### config.mk
export PLATFORM = sky130hd
export DESIGN_NAME = frame_transmitter
export DESIGN_NICKNAME = d
export VERILOG_FILES = /design/src/rtl/tx_pkg.sv /design/src/rtl/tx_fifo.sv /design/src/rtl/frame_transmitter.sv
export SDC_FILE = /design/constraint.sdc
export NUM_CORES = 1
export LEC_CHECK = 0
export BUFFER_PORTS_ARGS = -buffer_cell sky130_fd_sc_hd__buf_2
export CAP_MARGIN = 20
export CORE_MARGIN = 2
export CORE_UTILIZATION = 60
export DETAILED_ROUTE_END_ITERATION = 10
export PLACE_DENSITY = 0.79
export SLEW_MARGIN = 20
export SYNTH_ARGS = -nofsm -noshare
export SYNTH_HDL_FRONTEND = slang
export SYNTH_SLANG_ARGS = --single-unit
export TNS_END_PERCENT = 30
### constraint.sdc
create_clock -name clk -period 2.7 [get_ports clk]
set_input_delay 0.81 -clock clk [delete_from_list [all_inputs] [get_ports clk]]
set_output_delay 0.81 -clock clk [all_outputs]
set_load 0.03 [all_outputs]
### src/rtl/tx_pkg.sv
`default_nettype none
// ---------------------------------------------------------------------------
// tx_pkg : shared widths, FSM encoding and line levels for frame_transmitter
// Rev 1.0
// ---------------------------------------------------------------------------
package tx_pkg;

  localparam int DATA_W = 8;
  localparam logic START_LEVEL = 1'b1;

  localparam logic [1:0] ST_IDLE  = 2'd0;
  localparam logic [1:0] ST_START = 2'd1;
  localparam logic [1:0] ST_DATA  = 2'd2;
  localparam logic [1:0] ST_GAP   = 2'd3;

endpackage
`default_nettype wire

### src/rtl/tx_fifo.sv
`default_nettype none
// ---------------------------------------------------------------------------
// tx_fifo : power-of-two byte FIFO; a push is refused whenever it is full
// Rev 1.0
// ---------------------------------------------------------------------------
module tx_fifo
  import tx_pkg::*;
#(
  parameter int DEPTH = 4
) (
  input  logic                       clk,
  input  logic                       rst,
  input  logic                       push,
  input  logic                       pop,
  input  logic [DATA_W-1:0]          wdata,
  output logic [DATA_W-1:0]          rdata,
  output logic                       full,
  output logic [$clog2(DEPTH):0]     count
);

  localparam int AW = $clog2(DEPTH);
  localparam logic [AW:0] C_FULL = (AW+1)'(DEPTH);

  logic [DATA_W-1:0] r_mem [DEPTH];
  logic [AW-1:0]     r_wr;
  logic [AW-1:0]     r_rd;
  logic [AW:0]       r_count;
  logic              w_push;
  logic              w_pop;

  // Full is judged on the registered count, so a same-cycle pop never frees a slot
  assign full   = (r_count == C_FULL);
  assign w_push = push && !full;
  assign w_pop  = pop && (r_count != '0);
  assign rdata  = r_mem[r_rd];
  assign count  = r_count;

  always_ff @(posedge clk) begin
    if (w_push) begin
      r_mem[r_wr] <= wdata;
    end
  end

  always_ff @(posedge clk) begin
    if (rst) begin
      r_wr    <= '0;
      r_rd    <= '0;
      r_count <= '0;
    end else begin
      if (w_push) r_wr <= r_wr + 1'b1;
      if (w_pop)  r_rd <= r_rd + 1'b1;
      case ({w_push, w_pop})
        2'b10:   r_count <= r_count + 1'b1;
        2'b01:   r_count <= r_count - 1'b1;
        default: r_count <= r_count;
      endcase
    end
  end

endmodule
`default_nettype wire

### src/rtl/frame_transmitter.sv
`default_nettype none
// ---------------------------------------------------------------------------
// frame_transmitter : queued byte framer, start bit + 8 data LSB first + gap
// Rev 1.0
// ---------------------------------------------------------------------------
module frame_transmitter
  import tx_pkg::*;
#(
  parameter int DEPTH      = 4,
  parameter int GAP_CYCLES = 2
) (
  input  logic              clk,
  input  logic              rst,
  input  logic [DATA_W-1:0] data_in,
  input  logic              send,
  output logic              ready,
  output logic              txd,
  output logic              busy,
  output logic              done
);

  localparam int GW = (GAP_CYCLES > 1) ? $clog2(GAP_CYCLES) : 1;
  localparam logic [GW-1:0] C_GAP_LAST = GW'(GAP_CYCLES - 1);

  logic [1:0]            r_state;
  logic [DATA_W-1:0]     r_shift;
  logic [2:0]            r_bit;
  logic [GW-1:0]         r_gap;
  logic                  r_txd;
  logic                  r_busy;
  logic                  r_done;

  logic                  w_full;
  logic [$clog2(DEPTH):0] w_count;
  logic [DATA_W-1:0]     w_head;
  logic                  w_avail;
  logic                  w_gap_last;
  logic                  w_pop;

  assign ready      = !w_full;
  assign w_avail    = (w_count != '0);
  assign w_gap_last = (r_state == ST_GAP) && (r_gap == C_GAP_LAST);
  assign w_pop      = w_avail && ((r_state == ST_IDLE) || w_gap_last);

  tx_fifo #(
    .DEPTH (DEPTH)
  ) u_fifo (
    .clk   (clk),
    .rst   (rst),
    .push  (send),
    .pop   (w_pop),
    .wdata (data_in),
    .rdata (w_head),
    .full  (w_full),
    .count (w_count)
  );

  // Outputs are registered from the current state, so the line trails the FSM by one cycle
  always_ff @(posedge clk) begin
    if (rst) begin
      r_state <= ST_IDLE;
      r_shift <= '0;
      r_bit   <= '0;
      r_gap   <= '0;
      r_txd   <= 1'b0;
      r_busy  <= 1'b0;
      r_done  <= 1'b0;
    end else begin
      r_txd  <= 1'b0;
      r_busy <= (r_state != ST_IDLE);
      r_done <= (r_state == ST_GAP) && (r_gap == '0);
      case (r_state)
        ST_IDLE: begin
          if (w_pop) begin
            r_shift <= w_head;
            r_state <= ST_START;
          end
        end
        ST_START: begin
          r_txd   <= START_LEVEL;
          r_bit   <= '0;
          r_state <= ST_DATA;
        end
        ST_DATA: begin
          r_txd   <= r_shift[0];
          r_shift <= r_shift >> 1;
          r_bit   <= r_bit + 1'b1;
          if (r_bit == 3'd7) begin
            r_gap   <= '0;
            r_state <= ST_GAP;
          end
        end
        default: begin
          if (w_gap_last) begin
            r_gap <= '0;
            if (w_pop) begin
              r_shift <= w_head;
              r_state <= ST_START;
            end else begin
              r_state <= ST_IDLE;
            end
          end else begin
            r_gap <= r_gap + 1'b1;
          end
        end
      endcase
    end
  end

  assign txd  = r_txd;
  assign busy = r_busy;
  assign done = r_done;

endmodule
`default_nettype wire

==> results of run 1 <==
routing by layer:
layer	global-route usage, %	share of wire, %	wire (µm)
met1	26.5	40	2020
met2	37.9	52	2600
met3	5.23	4.8	240
met4	10.7	2.4	121
met5	0	0	0
worst max-delay path, cell delays in order (launching register included):
cell and delay, ns:
dfxtp_1 0.42, inv_1 0.10, ha_1 0.31, a21oi_2 0.24, nor2_1 0.09, ha_1 0.25
fa_1 0.39, xnor2_1 0.15, or3_1 0.32, a21oi_1 0.14
flip-flops by register name (all words and copies together), names as in the netlist, named ones only:
| signal | flops |
|---|---|
| busy | 1 |
| done | 1 |
| r_bit | 3 |
| r_gap | 1 |
| r_shift | 8 |
| r_state | 2 |
| txd | 1 |
| u_fifo.count | 3 |
| u_fifo.r_mem | 32 |
| u_fifo.r_rd | 2 |
| u_fifo.r_wr | 2 |
through the flow:
stage | hold WS (ns) | std cells | instance area [µm²]
after global placement | 0.452 | 255 | 2650
after global routing | 0.521 | 271 | 2860
after detailed placement | 0.461 | 255 | 2650
after CTS | 0.469 | 271 | 2860
after floorplan | 0.443 | 204 | 2580
final | 0.475 | 271 | 2860
cells in the mapped netlist (3+ instances only):
cell | number | area [µm²]
a21o_1 | 3 | 22.5
a21oi_1 | 12 | 60.1
a22oi_1 | 7 | 52.6
a311oi_2 | 7 | 105
a31oi_1 | 8 | 50.1
and3_1 | 4 | 25.0
clkbuf_1 | 7 | 26.3
dfxtp_1 | 26 | 521
edfxtp_1 | 32 | 961
ha_1 | 12 | 150
inv_1 | 8 | 30.0
mux2_2 | 14 | 158
nand2_1 | 11 | 41.3
nand3_1 | 5 | 25.0
nor2_1 | 8 | 30.0
o31ai_1 | 3 | 22.5
final cells by class:
type,count,area [µm²]
flip-flops and latches,58,1480
multi-input cells,124,1010
fillers,295,1220
clock inverters,6,81.3
well taps,50,62.6
inverters,9,33.8
clock buffers,10,128
repair buffers,14,70.1
worst paths after layout:
path / to / start / cells past startpoint
setup reg to reg: u_fifo.count[2] / r_state[0] / 9
hold reg to reg: r_bit[2] / r_bit[2] / 2
setup / recovery: u_fifo.count[2] / r_state[0] / 9
hold / removal: r_bit[2] / r_bit[2] / 2
report_power, final:
| part | internal [mW] | leakage (nW) | switching, mW |
|---|---|---|---|
| Sequential | 1.11 | 0.507 | 0.166 |
| Clock | 0.513 | 0.104 | 0.321 |
| Combinational | 0.518 | 0.449 | 0.699 |
cell families after synthesis:
group	Yosys count	synth area share (%)
flops	58	57.3
fa+ha+maj	13	6.59
compound gates	49	14.7
mux	16	7.36
buf+inv	22	3.87
simple gates	44	9.44
xor+xnor	2	0.678
repair_timing:
| action | in CTS | in global routing |
|---|---|---|
| resized for setup | 0 | 1 |
| setup endpoints to repair | 0 | 1 |
| endpoints found under the hold margin | 0 | 0 |
| hold buffers | 0 | 0 |
==> metrics.md, run 1 <==
| Metric | Value |
|---|---|
| Status | completed |
| Number of global-route vias before repair | 1749 |
| Post-CTS Setup Bufs | 0 |
| Crit start category | flop |
| Setup Viol. Count Final | 0 |
| Setup TNS | 0 ns |
| Die X | 69.6 µm |
| Ys Warns | 0 |
| All-Layer GR Usage | 22.2% |
| Std cell rows | 23 |
| Num ports | 15 |
| Mapped Nets | 228 |
| Final Net Count | 240 |
| Syn Inst Count | 204 |
| Core Box Area | 4090 µm² |
| Final Hold Fails | 0 |
| Avg Vias per Cell | 6.30 |
| Worst EP required | 2.95 ns |
| Register area share after synthesis | 57.3% |
| Layout area overhead | 10.8% |
| Clock skew | 0.00672 ns |
| # DRC | 0 |
| Hpwl dp | 3370 µm |
| Ys async rst share | 0% |
| Top FF cell, synth | edfxtp_1 |
| Initial antenna violation count | 0 |
| Cell leakage power | 1.06 nW |
| Slew HR | 56.0% |
| Dpl ws | 0.141 ns |
| Total global routing overflow | 0 |
| Power Dens Cells | 1160 nW/µm² |
| RSZ-0062 raised after global routing | no |
| Mapped Avg Cell Area | 12.7 µm² |
| Clock Sinks | 58 |
| Die area | 4850 µm² |
| TritonCTS clock tree | yes |
| Most common cell after layout, fill and taps aside | edfxtp_1 |
| Crit path DAT | 2.72 ns |
| Worst Path Max Fanout | 9 |
| GPL Wtd Cong | 0.966 |
| Initial Util | 63.2% |
| Worst setup EP type | flop |
| Slew @ Worst Pin | 0.659 ns |
| Commonest cells after routing, fill and taps aside | edfxtp_1, dfxtp_1, mux2_2, buf_2, ha_1 |
| Yosys reg bits | 58 |
| Ratio of cells with drive above 1 in the final layout | 24.9% |
| Largest net degree at the start of global routing | 24 |
| EDFF count, synth | 32 |
| Min Tclk post-route | 2.47 ns |
| R2r setup slk | 0.23 ns |
| Worst setup path class | flop to flop |
| Total CTS buffers | 9 |
| Synth unique cells | 44 |
| DR vias | 1708 |
| Max Freq | 405 MHz |
| Final Util | 70.1% |
| Clock-pin slew on the worst setup and hold paths | 0.07 ns |
| I/O Buffers | 14 |
| Worst-Skew Late Latency | 0.33 ns |
| Drt first pass iters | 4 |
| Period Utilization, post-route | 91.4% |
| Root Buffer | clkbuf_8 |
| WL final | 4980 µm |
| Tightest Hold Check Type | flop to flop |
| Antenna cell count | 0 |
| Die height | 69.6 µm |
| Post-layout worst setup margin | 0.231 ns |
| Pins over their slew limit | 0 |
| First-pass GRT wire length | 8310 µm |
| Power Total | 3.33 mW |
| Clock Path Buffers | 2 |
| Avg WL per Cell | 18.4 µm |
| Syn Std Cell Area | 2580 µm² |
| H-tree lvl count | 3 |
| Max rail drop VDD | 0.676 mV |
| Routed Antenna Nets | 0 |
| DR iter-0 viols | 137 |
| Max cap viols | 0 |
No activity file was read; power rests on OpenSTA's default activity.
==> run 2, diff against run 1 <==
--- a/config.mk
+++ b/config.mk
@@ -8,11 +8,12 @@
 export BUFFER_PORTS_ARGS = -buffer_cell sky130_fd_sc_hd__buf_2
 export CAP_MARGIN = 20
 export CORE_MARGIN = 2
-export CORE_UTILIZATION = 60
+export CORE_UTILIZATION = 59
 export DETAILED_ROUTE_END_ITERATION = 10
-export PLACE_DENSITY = 0.79
+export PLACE_DENSITY = 0.78
 export SLEW_MARGIN = 20
 export SYNTH_ARGS = -nofsm -noshare
 export SYNTH_HDL_FRONTEND = slang
+export SYNTH_HIERARCHICAL = 1
 export SYNTH_SLANG_ARGS = --single-unit
 export TNS_END_PERCENT = 30
==> metrics.md, run 2 <==
| Metric | Value |
|---|---|
| Worst setup path class | flop to flop |
| Most frequent cell after synthesis | edfxtp_1 |
| Initial Util | 62.8% (-0.40 points) |
| Final Hold Fails | 0 (unchanged) |
| Reg with most FFs | u_fifo/r_mem |
| GPL Wtd Cong | 0.752 (-22%) |
| Core Box Area | 4090 µm² (unchanged) |
| Layout area overhead | 12.3% |
| I/O Buffers | 14 (unchanged) |
| Root Buffer | clkbuf_8 |
| Number of global-route vias before repair | 1575 (-9.9%) |
| Avg Vias per Cell | 5.79 (-8.1%) |
| Pins over their slew limit | 0 (unchanged) |
| Setup TNS | 0 ns (unchanged) |
| Crit path DAT | 2.73 ns (about the same) |
| Antenna cell count | 0 (unchanged) |
| Worst setup EP type | flop |
| Cell leakage power | 1.09 nW (+2.7%) |
| Post-layout worst setup margin | 0.219 ns (-0.0116 ns) |
| Worst-Skew Late Latency | 0.32 ns (about the same) |
| Initial antenna violation count | 0 (unchanged) |
| Top FF cell, synth | edfxtp_1 |
| H-tree lvl count | 3 (unchanged) |
| Setup Viol. Count Final | 0 (unchanged) |
| Most common cell after layout, fill and taps aside | edfxtp_1 |
| Die area | 4900 µm² (+0.99%) |
| Max rail drop VDD | 0.689 mV (+1.9%) |
| Top flop regs | u_fifo/r_mem x32, r_shift x8 |
| Std cell rows | 23 (unchanged) |
| Mapped Avg Cell Area | 13.4 µm² (+6.1%) |
| All-Layer GR Usage | 19.2% (-3.0 points) |
| Routed Antenna Nets | 0 (unchanged) |
| DR vias | 1523 (-11%) |
| Drt first pass iters | 4 (unchanged) |
| Slew @ Worst Pin | 0.724 ns (+0.0653 ns) |
| WL final | 4230 µm (-15%) |
| Status | completed |
| Tightest Hold Check Type | flop to flop |
| Cells after DPL | 247 (-3.1%) |
| Commonest cells after routing, fill and taps aside | edfxtp_1, dfxtp_1, nand2_1 |
| First-pass GRT wire length | 7250 µm (-13%) |
| Ratio of cells with drive above 1 in the final layout | 24.9% (about the same) |
| Register area share after synthesis | 57.7% (+0.36 points) |
| Die height | 70.0 µm (+0.50%) |
| Worst EP required | 2.95 ns (about the same) |
| Min Tclk post-route | 2.48 ns (+0.0116 ns) |
| Crit start category | flop |
| RSZ-0062 raised after global routing | no |
| Num ports | 15 (unchanged) |
| Post-synth top area share | 37.4% (+0.24 points) |
| Clock skew | 0.00728 ns (+0.000564 ns) |
| Ys Warns | 6 (+6) |
| Clock Sinks | 58 (unchanged) |
| Hpwl dp | 2900 µm (-14%) |
| Final std cells w/o fill | 263 (-3.0%) |
| TritonCTS clock tree | yes |
| Area of placed instances | 2650 µm² (about the same) |
| Clock Path Buffers | 2 (unchanged) |
| Ys async rst share | 0% (unchanged) |
| Cell type with the largest total area after synthesis | edfxtp_1 |
| Period Utilization, post-route | 91.9% (+0.43 points) |
| Largest net degree at the start of global routing | 20 (-17%) |
| Syn Inst Count | 191 (-6.4%) |
| Synth area leaders | edfxtp_1, dfxtp_1, mux4_2 |
| Syn Std Cell Area | 2570 µm² (-0.63%) |
| Avg WL per Cell | 16.1 µm (-13%) |
| CP most frequent cell | inv_1 |
| Final Cell Area | 2880 µm² (+0.74%) |
| Max Freq | 403 MHz (-0.47%) |
| Synth top cells by count | edfxtp_1, dfxtp_1, nand2_1 |
| Crit-path cells | inv_1 -> ha_2 -> a21oi_2 -> nor2_1 -> o31a_2 -> ha_1 -> inv_1 -> fa_1 -> xor2_1 -> or3_1 -> a21oi_1 |
| Total CTS buffers | 9 (unchanged) |
| Power Dens Cells | 1050 nW/µm² (-9.8%) |
| Die X | 70.0 µm (+0.50%) |
| Max cap viols | 0 (unchanged) |
| Clock-pin slew on the worst setup and hold paths | 0.07 ns (about the same) |
| # DRC | 0 (unchanged) |
| Dpl ws | 0.224 ns (+0.0822 ns) |
| Synth unique cells | 45 (+2.3%) |
| Mapped Nets | 215 (-5.7%) |
| EDFF count, synth | 32 (unchanged) |
| Worst Path Max Fanout | 7 (-2) |
| DR iter-0 viols | 59 (-57%) |
| Power Total | 3.03 mW (-9.1%) |
| Fill cells | 287 (-2.7%) |
| Slew HR | 51.7% (-4.3 points) |
| Yosys reg bits | 58 (unchanged) |
| Final Net Count | 232 (-3.3%) |
| Total global routing overflow | 0 (unchanged) |
| Crit-path slowest cell | fa_1 |
| Max reg flops | 32 (unchanged) |
| Critical Path Max Stage Delay | 0.37 ns (-0.05 ns) |
## run 2: path summary, 6_finish.rpt
check | startpoint | endpoint | cells past startpoint | slack (ns)
setup reg to reg | r_state[0] | u_fifo/count[2] | 11 | 0.22
setup / recovery | r_state[0] | u_fifo/count[2] | 11 | 0.22
hold / removal | r_shift[4] | r_shift[4] | 2 | 0.46
hold reg to reg | r_shift[4] | r_shift[4] | 2 | 0.46
## run 2: per-stage QoR
stage                     utilization (%)  hold slack [ns]
after global placement               64.8            0.444
after global routing                 70.6            0.484
final                                70.6            0.461
after CTS                            70.5            0.463
after floorplan                         -            0.435
after detailed placement             64.8            0.455
## run 2: layout make-up
type / instances / area, µm² / share of cell area (%)
Multi-Input combinational cell: 113 / 992 / 34.4
Sequential cell: 58 / 1480 / 51.4
Timing Repair Buffer: 14 / 70.1 / 2.43
Tap cell: 50 / 62.6 / 2.17
Clock inverter: 6 / 105 / 3.64
Clock buffer: 10 / 128 / 4.43
Inverter: 12 / 45.0 / 1.56
## run 2: worst max-delay path, delay by kind of cell, from the launching register on
kind | cells | cell delay, ns
fa+ha+maj | 3 | 0.81
simple gates | 2 | 0.49
buf+inv | 2 | 0.17
flops | 1 | 0.36
compound gates | 3 | 0.42
xor+xnor | 1 | 0.15
## run 2: kinds of logic after synthesis
family	Yosys count	share of synthesized area (%)
flip-flops	58	57.7
XOR/XNOR	4	1.36
buffers and inverters	20	3.75
AND/OR/NAND/NOR	50	10.7
adder cells (fa/ha/maj)	13	6.63
AO/OA/AOI/OAI	22	6.24
multiplexers	24	13.6
## run 2: power by group
part | leakage, nW | internal, mW | switching, mW
clock network | 0.112 | 0.607 | 0.319
registers | 0.506 | 1.08 | 0.150
logic | 0.470 | 0.434 | 0.435
total | 1.09 | 2.12 | 0.903
## run 2: layer usage
layer  up-vias  track usage (%)  part of all wire [%]
met2        31             34.9                    55
met5         -                0                     0
met4         0             6.84                  0.90
li1        726                -                     -
met1       760             22.1                    41
met3         6             4.33                   2.9
## run 2: repair_timing
item / CTS / global route
gates resized for setup: 0 / 1
hold buffers: 0 / 0
buffers inserted: 0 / 0
setup endpoints to repair: 0 / 1
hold endpoints to repair: 0 / 0
